===== config.mk =====
export PLATFORM = sky130hd
export DESIGN_NAME = conv_result_reader_flat
export DESIGN_NICKNAME = d
export VERILOG_FILES = /design/src/rtl/conv_result_reader_if.sv /design/src/rtl/conv_result_reader.sv /design/src/flat_wrapper.sv
export SDC_FILE = /design/constraint.sdc
export NUM_CORES = 1
export LEC_CHECK = 0
export CAP_MARGIN = 20
export CORE_UTILIZATION = 55
export CTS_BUF_LIST = sky130_fd_sc_hd__clkbuf_8
export DETAILED_ROUTE_END_ITERATION = 12
export DONT_BUFFER_PORTS = 1
export PLACE_DENSITY = 0.7
export SYNTH_ARGS = -nofsm -noshare
export SYNTH_HDL_FRONTEND = slang
export SYNTH_SLANG_ARGS = --single-unit

===== constraint.sdc =====
create_clock -name clk -period 4.81 [get_ports clk]
set_clock_uncertainty 0.1 [all_clocks]
set_input_delay 0.7215 -clock clk [delete_from_list [all_inputs] [get_ports clk]]
set_output_delay 0.7215 -clock clk [all_outputs]
set_load 0.005 [all_outputs]

===== src/rtl/conv_result_reader_if.sv =====
`default_nettype none
// ============================================================================
// Module      : conv_result_reader_if
// Description : Bus bundle for the CONV result-memory read-back engine.
//               Carries the control handshake (start/bank/busy/done), the
//               result-memory read port (crd/caddr_rd/cdata_rd/csel) and the
//               valid/ready output stream (o_valid/i_ready/o_data/o_addr/
//               o_last) plus the running checksum o_sum.
//               master : the reader engine's view
//               slave  : the host / memory / consumer view
// Revision    : 1.0 - initial release
// ============================================================================
interface conv_result_reader_if;
  logic        i_start;
  logic [2:0]  i_bank;
  logic        o_busy;
  logic        crd;
  logic [11:0] caddr_rd;
  logic [19:0] cdata_rd;
  logic [2:0]  csel;
  logic        o_valid;
  logic        i_ready;
  logic [19:0] o_data;
  logic [11:0] o_addr;
  logic        o_last;
  logic        o_done;
  logic [19:0] o_sum;

  modport master (
    input  i_start, i_bank, cdata_rd, i_ready,
    output o_busy, crd, caddr_rd, csel, o_valid, o_data, o_addr, o_last,
           o_done, o_sum
  );

  modport slave (
    output i_start, i_bank, cdata_rd, i_ready,
    input  o_busy, crd, caddr_rd, csel, o_valid, o_data, o_addr, o_last,
           o_done, o_sum
  );
endinterface
`default_nettype wire


===== src/rtl/conv_result_reader.sv =====
`default_nettype none
// ============================================================================
// Module      : conv_result_reader
// Description : Scans one CONV result bank (addresses 0..N-1) through the
//               crd/caddr_rd/csel read port and streams the returned words
//               out through a first-word-fall-through buffer on a
//               valid/ready interface.
// Ports       : clk    - rising-edge clock
//               reset  - asynchronous, active-low reset
//               bus    - conv_result_reader_if.master (start/bank/busy/done,
//                        read port, output stream, checksum)
// Parameters  : RD_LAT   - read data latency after crd is sampled (1 or 2)
//               FIFO_DEP - output buffer depth, power of 2, >= RD_LAT+1
// Macro       : READ_CHECKSUM_EN - when defined, o_sum accumulates the
//               streamed words (mod 2^20); otherwise o_sum is tied to 0.
// Revision    : 1.0 - initial release
// ============================================================================
module conv_result_reader #(
  parameter int RD_LAT   = 1,
  parameter int FIFO_DEP = 4
) (
  input  wire logic             clk,
  input  wire logic             reset,
  conv_result_reader_if.master  bus
);

  localparam int AW = (FIFO_DEP > 1) ? $clog2(FIFO_DEP) : 1;
  localparam int CW = $clog2(FIFO_DEP) + 1;
  localparam logic [CW-1:0] c_fifo_dep = CW'(FIFO_DEP);

  typedef enum logic [1:0] {
    ST_IDLE  = 2'd0,
    ST_ISSUE = 2'd1,
    ST_DRAIN = 2'd2,
    ST_DONE  = 2'd3
  } state_t;

  state_t        r_state, w_state_nxt;

  logic [2:0]    r_bank;
  logic [11:0]   r_len_m1;
  logic [11:0]   r_addr;
  logic          r_crd;
  logic [11:0]   r_caddr;
  logic [RD_LAT:1] r_pv;
  logic [11:0]   r_pa [1:RD_LAT];
  // Words issued but not yet popped: in-flight reads plus buffered words.
  logic [CW-1:0] r_occ;
  logic [CW-1:0] r_cnt;
  logic [AW-1:0] r_wp, r_rp;
  logic [19:0]   r_mem_d [FIFO_DEP];
  logic [11:0]   r_mem_a [FIFO_DEP];

  logic          w_bank_ok;
  logic [11:0]   w_len_m1;
  logic          w_accept, w_issue, w_valid, w_pop, w_push;
  logic          w_busy, w_done;
  logic [CW-1:0] w_occ_nxt;
  logic [19:0]   w_head_d;
  logic [11:0]   w_head_a;

  always_comb begin
    w_bank_ok = 1'b1;
    w_len_m1  = 12'd0;
    case (bus.i_bank)
      3'b001, 3'b010: w_len_m1 = 12'd4095;
      3'b011, 3'b100: w_len_m1 = 12'd1023;
      3'b101:         w_len_m1 = 12'd2047;
      default:        w_bank_ok = 1'b0;
    endcase
  end

  assign w_accept  = (r_state == ST_IDLE) && bus.i_start && w_bank_ok;
  // Issuing only while total occupancy is below depth guarantees a slot for
  // every returning word, so backpressure can never drop data.
  assign w_issue   = (r_state == ST_ISSUE) && (r_occ < c_fifo_dep);
  assign w_valid   = (r_cnt != '0);
  assign w_pop     = w_valid && bus.i_ready;
  assign w_push    = r_pv[RD_LAT];
  assign w_occ_nxt = r_occ + CW'(w_issue) - CW'(w_pop);
  assign w_head_d  = r_mem_d[r_rp];
  assign w_head_a  = r_mem_a[r_rp];

  always_ff @(posedge clk or negedge reset) begin
    if (!reset) r_state <= ST_IDLE;
    else        r_state <= w_state_nxt;
  end

  always_comb begin
    w_state_nxt = r_state;
    w_busy      = 1'b0;
    w_done      = 1'b0;
    case (r_state)
      ST_IDLE: begin
        if (w_accept) w_state_nxt = ST_ISSUE;
      end
      ST_ISSUE: begin
        w_busy = 1'b1;
        if (w_issue && (r_addr == r_len_m1)) w_state_nxt = ST_DRAIN;
      end
      ST_DRAIN: begin
        w_busy = 1'b1;
        // Leave on the edge of the final pop so o_done follows it by one cycle.
        if (w_occ_nxt == '0) w_state_nxt = ST_DONE;
      end
      ST_DONE: begin
        w_done      = 1'b1;
        w_state_nxt = ST_IDLE;
      end
      default: w_state_nxt = ST_IDLE;
    endcase
  end

  always_ff @(posedge clk or negedge reset) begin
    if (!reset) begin
      r_bank   <= '0;
      r_len_m1 <= '0;
      r_addr   <= '0;
      r_crd    <= 1'b0;
      r_caddr  <= '0;
      r_pv     <= '0;
      for (int i = 1; i <= RD_LAT; i++) r_pa[i] <= '0;
      r_occ    <= '0;
      r_cnt    <= '0;
      r_wp     <= '0;
      r_rp     <= '0;
      for (int i = 0; i < FIFO_DEP; i++) begin
        r_mem_d[i] <= '0;
        r_mem_a[i] <= '0;
      end
    end else begin
      if (w_accept) begin
        r_bank   <= bus.i_bank;
        r_len_m1 <= w_len_m1;
        r_addr   <= '0;
      end
      r_crd <= w_issue;
      if (w_issue) begin
        r_caddr <= r_addr;
        if (r_addr != r_len_m1) r_addr <= r_addr + 12'd1;
      end
      // Return pipeline: tracks which sampled read lands RD_LAT cycles later.
      r_pv[1] <= r_crd;
      r_pa[1] <= r_caddr;
      for (int i = 2; i <= RD_LAT; i++) begin
        r_pv[i] <= r_pv[i-1];
        r_pa[i] <= r_pa[i-1];
      end
      r_occ <= w_occ_nxt;
      if (w_push) begin
        r_mem_d[r_wp] <= bus.cdata_rd;
        r_mem_a[r_wp] <= r_pa[RD_LAT];
        r_wp          <= r_wp + AW'(1);
      end
      if (w_pop) r_rp <= r_rp + AW'(1);
      r_cnt <= r_cnt + CW'(w_push) - CW'(w_pop);
    end
  end

`ifdef READ_CHECKSUM_EN
  logic [19:0] r_sum;
  always_ff @(posedge clk or negedge reset) begin
    if (!reset)      r_sum <= '0;
    else if (w_accept) r_sum <= '0;
    else if (w_pop)  r_sum <= r_sum + w_head_d;
  end
  assign bus.o_sum = r_sum;
`else
  assign bus.o_sum = 20'd0;
`endif

  assign bus.o_busy   = w_busy;
  assign bus.o_done   = w_done;
  assign bus.crd      = r_crd;
  assign bus.caddr_rd = r_caddr;
  assign bus.csel     = r_bank;
  assign bus.o_valid  = w_valid;
  assign bus.o_data   = w_valid ? w_head_d : 20'd0;
  assign bus.o_addr   = w_valid ? w_head_a : 12'd0;
  assign bus.o_last   = w_valid && (w_head_a == r_len_m1);

endmodule
`default_nettype wire


===== src/flat_wrapper.sv =====
// flat-port wrapper written by rule: the top's interface ports become plain ports
module conv_result_reader_flat 
#(
  parameter int RD_LAT   = 1,
  parameter int FIFO_DEP = 4
)
  (clk, reset, bus_i_start, bus_i_bank, bus_cdata_rd, bus_i_ready, bus_o_busy, bus_crd, bus_caddr_rd, bus_csel, bus_o_valid, bus_o_data, bus_o_addr, bus_o_last, bus_o_done, bus_o_sum);
  conv_result_reader_if bus_i ();
  input  wire logic clk;
  input  wire logic reset;
  input wire logic [$bits(bus_i.i_start)-1:0] bus_i_start;
  input wire logic [$bits(bus_i.i_bank)-1:0] bus_i_bank;
  input wire logic [$bits(bus_i.cdata_rd)-1:0] bus_cdata_rd;
  input wire logic [$bits(bus_i.i_ready)-1:0] bus_i_ready;
  output wire logic [$bits(bus_i.o_busy)-1:0] bus_o_busy;
  output wire logic [$bits(bus_i.crd)-1:0] bus_crd;
  output wire logic [$bits(bus_i.caddr_rd)-1:0] bus_caddr_rd;
  output wire logic [$bits(bus_i.csel)-1:0] bus_csel;
  output wire logic [$bits(bus_i.o_valid)-1:0] bus_o_valid;
  output wire logic [$bits(bus_i.o_data)-1:0] bus_o_data;
  output wire logic [$bits(bus_i.o_addr)-1:0] bus_o_addr;
  output wire logic [$bits(bus_i.o_last)-1:0] bus_o_last;
  output wire logic [$bits(bus_i.o_done)-1:0] bus_o_done;
  output wire logic [$bits(bus_i.o_sum)-1:0] bus_o_sum;
  assign bus_i.i_start = bus_i_start;
  assign bus_i.i_bank = bus_i_bank;
  assign bus_i.cdata_rd = bus_cdata_rd;
  assign bus_i.i_ready = bus_i_ready;
  assign bus_o_busy = bus_i.o_busy;
  assign bus_crd = bus_i.crd;
  assign bus_caddr_rd = bus_i.caddr_rd;
  assign bus_csel = bus_i.csel;
  assign bus_o_valid = bus_i.o_valid;
  assign bus_o_data = bus_i.o_data;
  assign bus_o_addr = bus_i.o_addr;
  assign bus_o_last = bus_i.o_last;
  assign bus_o_done = bus_i.o_done;
  assign bus_o_sum = bus_i.o_sum;
  conv_result_reader #(.RD_LAT(RD_LAT), .FIFO_DEP(FIFO_DEP)) u_core (.clk(clk), .reset(reset), .bus(bus_i));
endmodule

; ---- Yosys cells after proc, flatten, opt, wreduce, memory -nomap -nowiden
; Cells that the tools add are included.
[word_totals]
reg_bits = 193
latch_bits = 0
ram_bits = 0
romBits = 0
inputBits = 27
out_inout_bits = 72
elab_cells = 87
memories = 0
[classes]
add_sub_neg = 7
n_mul = 0
n_div = 0
magnitude_cmp = 4
eq_ne = 14
shifts = 0
n_mux = 25
bitwise_logic = 2
n_reduce_logical = 15
[op_table]
columns = operator, count
row1 = $mux 12, 7
row2 = $bwmux 80, 1
row3 = $mux 20, 4
row4 = $bwmux 48, 1
row5 = $bmux 20 s2, 1
row6 = $demux 20 s2, 1
row7 = $pmux 12 s3, 1
row8 = $bmux 12 s2, 1
row9 = $demux 12 s2, 1
row10 = $eq 12x12->1, 2
row11 = $add 12x1->12 const B, 1
row12 = $ne 12x12->1, 1
row13 = $pmux 2 s4, 1
row14 = $logic_and 1x1->1, 7
row15 = $add 3x1->3, 2
row16 = $eq 3x2->1 const B, 2
row17 = $eq 3x3->1 const B, 2
row18 = $ge 3x3->1 const B, 2
row19 = $mux 2, 3
row20 = $not 2->3, 2
row21 = $reduce_or 2->1, 3
row22 = $sub 3x1->3, 2
row23 = $reduce_or 5->1, 1
row24 = $add 2x1->2 const B, 2
row25 = 12 further kinds, 16

; ---- Depth between registers and ports, before layout
[depth]
depth_word = 7
mapped_depth = 14
depth_no_buf = 13

; ---- Least setup slack after synthesis
; No wires, ideal clock.
[synth_path]
path_type = reg-to-reg
from = register u_core.r_cnt[2]
to = register u_core.r_state[1]
setup_time_ns = 0.125
arrival_time_ns = 2.990
t_required_ns = 4.585
path_slack_ns = 1.595
path_stages_with_launch = 15
path_buffers = 1
synth_period_minus_slack_ns = 3.215
cell_sequence = dfrtp_1 or3_1 clkbuf_1 nand2_1 inv_1 ha_1 inv_1 ha_1 inv_1 fa_1 xnor2_1 xnor2_1 o31a_1 a221oi_4 mux2_4
[synth_between]
elab_chain_len = 6
[synth_lines]
columns = element, line_no
row1 = from (decl), conv_result_reader.sv:49  ; logic [CW-1:0] r_cnt;
row2 = from (signal assigned), conv_result_reader.sv:156  ; r_cnt <= r_cnt + CW'(w_push) - CW'(w_pop);
row3 = $reduce_bool 3->1, conv_result_reader.sv:77  ; assign w_valid = (r_cnt != '0);
row4 = $logic_and 1x1->1, conv_result_reader.sv:78  ; assign w_pop = w_valid && bus.i_ready;
row5 = net u_core.w_pop, conv_result_reader.sv:56  ; logic w_accept, w_issue, w_valid, w_pop, w_push;
row6 = $sub 3x1->3, conv_result_reader.sv:80  ; assign w_occ_nxt = r_occ + CW'(w_issue) - CW'(w_pop);
row7 = net u_core.w_occ_nxt[2], conv_result_reader.sv:58  ; logic [CW-1:0] w_occ_nxt;
row8 = $logic_not 3->1, conv_result_reader.sv:104  ; if (w_occ_nxt == '0) w_state_nxt = ST_DONE;
row9 = $ne 2x1->1 (no line), --
row10 = $reduce_and 3->1 (no line), --
row11 = to (signal assigned), conv_result_reader.sv:86  ; else r_state <= w_state_nxt;
row12 = to (decl), conv_result_reader.sv:38  ; state_t r_state, w_state_nxt;
; The timed path passes the listed nets, and every way through them passes these cells.
; A chain may end at the register's enable or synchronous reset.

; ---- Worst setup path in the final report
[layout_path]
from = register u_core.r_rp[0]
to = output port bus_o_last
[layout_between]
elab_chain_len = 6
[layout_lines]
columns = element, line_no
row1 = from (decl), conv_result_reader.sv:50  ; logic [AW-1:0] r_wp, r_rp;
row2 = from (signal assigned), conv_result_reader.sv:155  ; if (w_pop) r_rp <= r_rp + AW'(1);
row3 = $not 2->3 (not written as such), conv_result_reader.sv:82  ; assign w_head_a = r_mem_a[r_rp];
row4 = $bmux 12 s2, conv_result_reader.sv:82
row5 = $mux 12 (not written as such) (2 in series), conv_result_reader.sv:82
row6 = $eq 12x12->1, conv_result_reader.sv:180  ; assign bus.o_last = w_valid && (w_head_a == r_len_m1);
row7 = $logic_and 1x1->1, conv_result_reader.sv:180
row8 = to (decl), flat_wrapper.sv:22  ; output wire logic [$bits(bus_i.o_last)-1:0] bus_o_last;
; Every way passes these cells. The select of a mux whose other input is x is not followed.

==> metrics.txt <==
Layout Nets ~660; reg2reg end u_core.r_state[1]; Setup crit start kind flop; vias in the first global route 5116; final setup vio count 0; CORE AREA 15150 µm²; first-pass GRT wire length about 26000 µm; Leakage 4.120 nW; setup ws final between 1 and 1.5 ns; total length of routed wires 15900 µm; row cnt 45; synthesized instance count 631; placed insts 789; sequential area share after synthesis 53.99%; DP HPWL 10340 µm; Ys Warns 0; element type at the critical path end output port; total power 5.685 mW; Wirelength per Cell roughly 19 µm; Max-cap violations 0; CTS sink cnt 184; Num CTS Buffers 17; DR DRC count 0; max_slew headroom 33.40%; Crit path max-delay family flip-flops; largest net degree at the start of global routing roughly 190; commonest non-fill, non-tap cells in the layout dfrtp_1, mux2_2, nand2_1; Tightest Hold Check Type in -> async; Post-synth EDFFs 0; WHS -0.1483 ns; RSZ-0062 raised after global routing false; r2r startpoint u_core.r_state[1]; post-synth cell types 50; crit-path cells mux4_2 -> nor4_1 -> nand4_1 -> a21oi_1; PD cells 629.0 nW/µm²; share of cells above drive strength 1 32.86%; Post-Layout Cell Count approximately 800; Via density 5.847; Slowest Stage Delay on Critical Path 0.92 ns; die height 126.5 µm; syn avg cell area roughly 14 µm²; post-route ant nets 0; leading cell type in the layout, fill and taps excluded dfrtp_1; Die Width between 100 and 150 µm; cts repair resizes 0; slowest CP cell dfrtp_2; Clk Latency, worst-skew pair 0.46 ns; Worst EP required 3.99 ns; fill cell count ~1200; Overflow after GRT 0; top-level I/O count ~100; Worst R2R Path Depth 12; status complete, but fails checks; CP arrival roughly 2.7 ns; H-Tree Depth 4; crit path time final 3.543 ns; 1st-pass router iterations 4; Async SR Flop Fraction 100.0%; GR Util All Layers 21.43%; Max Freq approximately 280 MHz; setup slack, reg-to-reg 1.32 ns; Buffers on Ports 0; CTS Buffer Depth 2; via count 4800; ant diodes 0; worst vdd ir 226.1 µV; Pins Over Slew Limit 0; buffer and inverter count on the worst path 0; ys flop type dfrtp_1; setup_tns 0 ns; CTS tree yes; DP Worst Slack 1.297 ns; die area 16010 µm²; Final Hold Violating Endpoints ~180; FF+latch count, synth 184; Critical Path Source u_core.r_rp[0]; synth-to-layout area growth 5.971%; Root Buffer Master clkbuf_8; Slew @ Worst Pin ~1.0 ns; failing checks hold timing; Worst Path Max Fanout 25; area of the mapped netlist 8528 µm²; Initial Utilization 56.31%; Routability Congestion 0.7572; initial antenna violation count 0; Crit Path Class reg -> out; clock slew at reported path FFs ~0.09 ns; Initial DRC Count around 270; Final period util 73.65%
## flip-flops by register name, indices dropped and copies added, names as in the netlist
name and flops:
u_core.r_occ 3, u_core.r_pv 1, u_core.bus.crd 1, u_core.r_rp 2
u_core.r_mem_a 48, u_core.bus.caddr_rd 12, u_core.r_len_m1 3, u_core.r_pa 12
u_core.r_state 2, u_core.bus.csel 3, u_core.r_cnt 3, u_core.r_addr 12
u_core.r_wp 2, u_core.r_mem_d 80
## worst max path at each step
stage	endpoint	depth (start not counted)
2_1_floorplan	u_core.r_state[1]	14
3_3_place_gp	u_core.r_state[1]	12
3_5_place_dp	u_core.r_state[1]	12
4_1_cts	bus_o_last	4
5_1_grt	u_core.r_state[1]	12
6_report	bus_o_last	4
## metal layers
metal | track usage, % | share of wire [%]
met1 | 26.08 | 42
met2 | 36.56 | 51
met3 | 5.525 | 4.8
met4 | 8.717 | 1.7
met5 | 0 | 0
## per-stage QoR
step                      util, %  cell area, µm²
after floorplan                 -            8600
after global placement      56.63            8577
after detailed placement    56.63            8577
after CTS                   59.67            9037
after global routing        59.67            9037
final                       59.67            9037
## area by class of cell
class,count,area (µm²),area share [%]
clock buffers,19,261.5,2.894
clock inverters,13,198.9,2.201
inverters,13,48.80,0.5399
multi-input cells,396,3627,40.14
flip-flops and latches,184,4606,50.96
well taps,188,235.2,2.603
repair buffers,8,60.06,0.6645
## Yosys cell counts (2+ instances only)
master / n / area (µm²)
nand4_1: 6 / 37.54
fa_1: 2 / 40.04
and2_1: 34 / 212.7
xor2_1: 4 / 35.03
nand2_1: 56 / 210.2
buf_1: 13 / 48.80
nor4_2: 2 / 25.02
ha_1: 13 / 162.7
nand2b_1: 3 / 18.77
nor3_1: 6 / 30.03
xnor2_1: 9 / 78.83
mux2i_1: 2 / 20.02
mux4_2: 31 / 698.2
a211o_1: 5 / 43.79
buf_4: 21 / 157.7
inv_1: 13 / 48.80
and3_1: 4 / 25.02
nor2_1: 9 / 33.78
a21o_1: 2 / 15.01
clkbuf_1: 12 / 45.04
nand3_1: 10 / 50.05
buf_2: 9 / 45.04
a21oi_1: 6 / 30.03
o21ai_0: 13 / 65.06
nor3b_1: 2 / 15.01
dfrtp_1: 184 / 4604
buf_6: 2 / 22.52
mux2_2: 129 / 1453
o21ai_1: 3 / 15.01
a221o_1: 3 / 30.03
or3_1: 4 / 25.02
## cell families after synthesis
group	Yosys count	share of synthesized area (%)
xor+xnor	13	1.335
simple gates	141	8.421
compound gates	44	3.888
buf+inv	70	4.313
other cells	1	0.04397
flops	184	53.99
mux	163	25.63
fa+ha+maj	15	2.377
## report_power, final
part           total (mW)  internal [mW]  switching, mW  leakage [nW]
sequential           2.58           2.12          0.461          2.30
clock                1.18          0.644          0.534         0.237
combinational        1.92           1.11          0.808          1.58
total                5.68           3.88           1.80          4.12
## worst reg2reg max path, delay by kind of cell (launching register included)
family / cells / cell delay [ns]
flops: 1 / 0.43
fa+ha+maj: 3 / 0.81
xor+xnor: 2 / 0.29
buf+inv: 3 / 0.61
mux: 1 / 0.33
compound gates: 2 / 0.51
simple gates: 1 / 0.31
## what timing repair did
| action | 4_1_cts | 5_1_grt |
|---|---|---|
| endpoints found under the hold margin | 184 | 184 |
| endpoints found under the setup margin | 0 | 0 |
| buffers inserted | 0 | 0 |
Power figures use the tool's default switching activity.
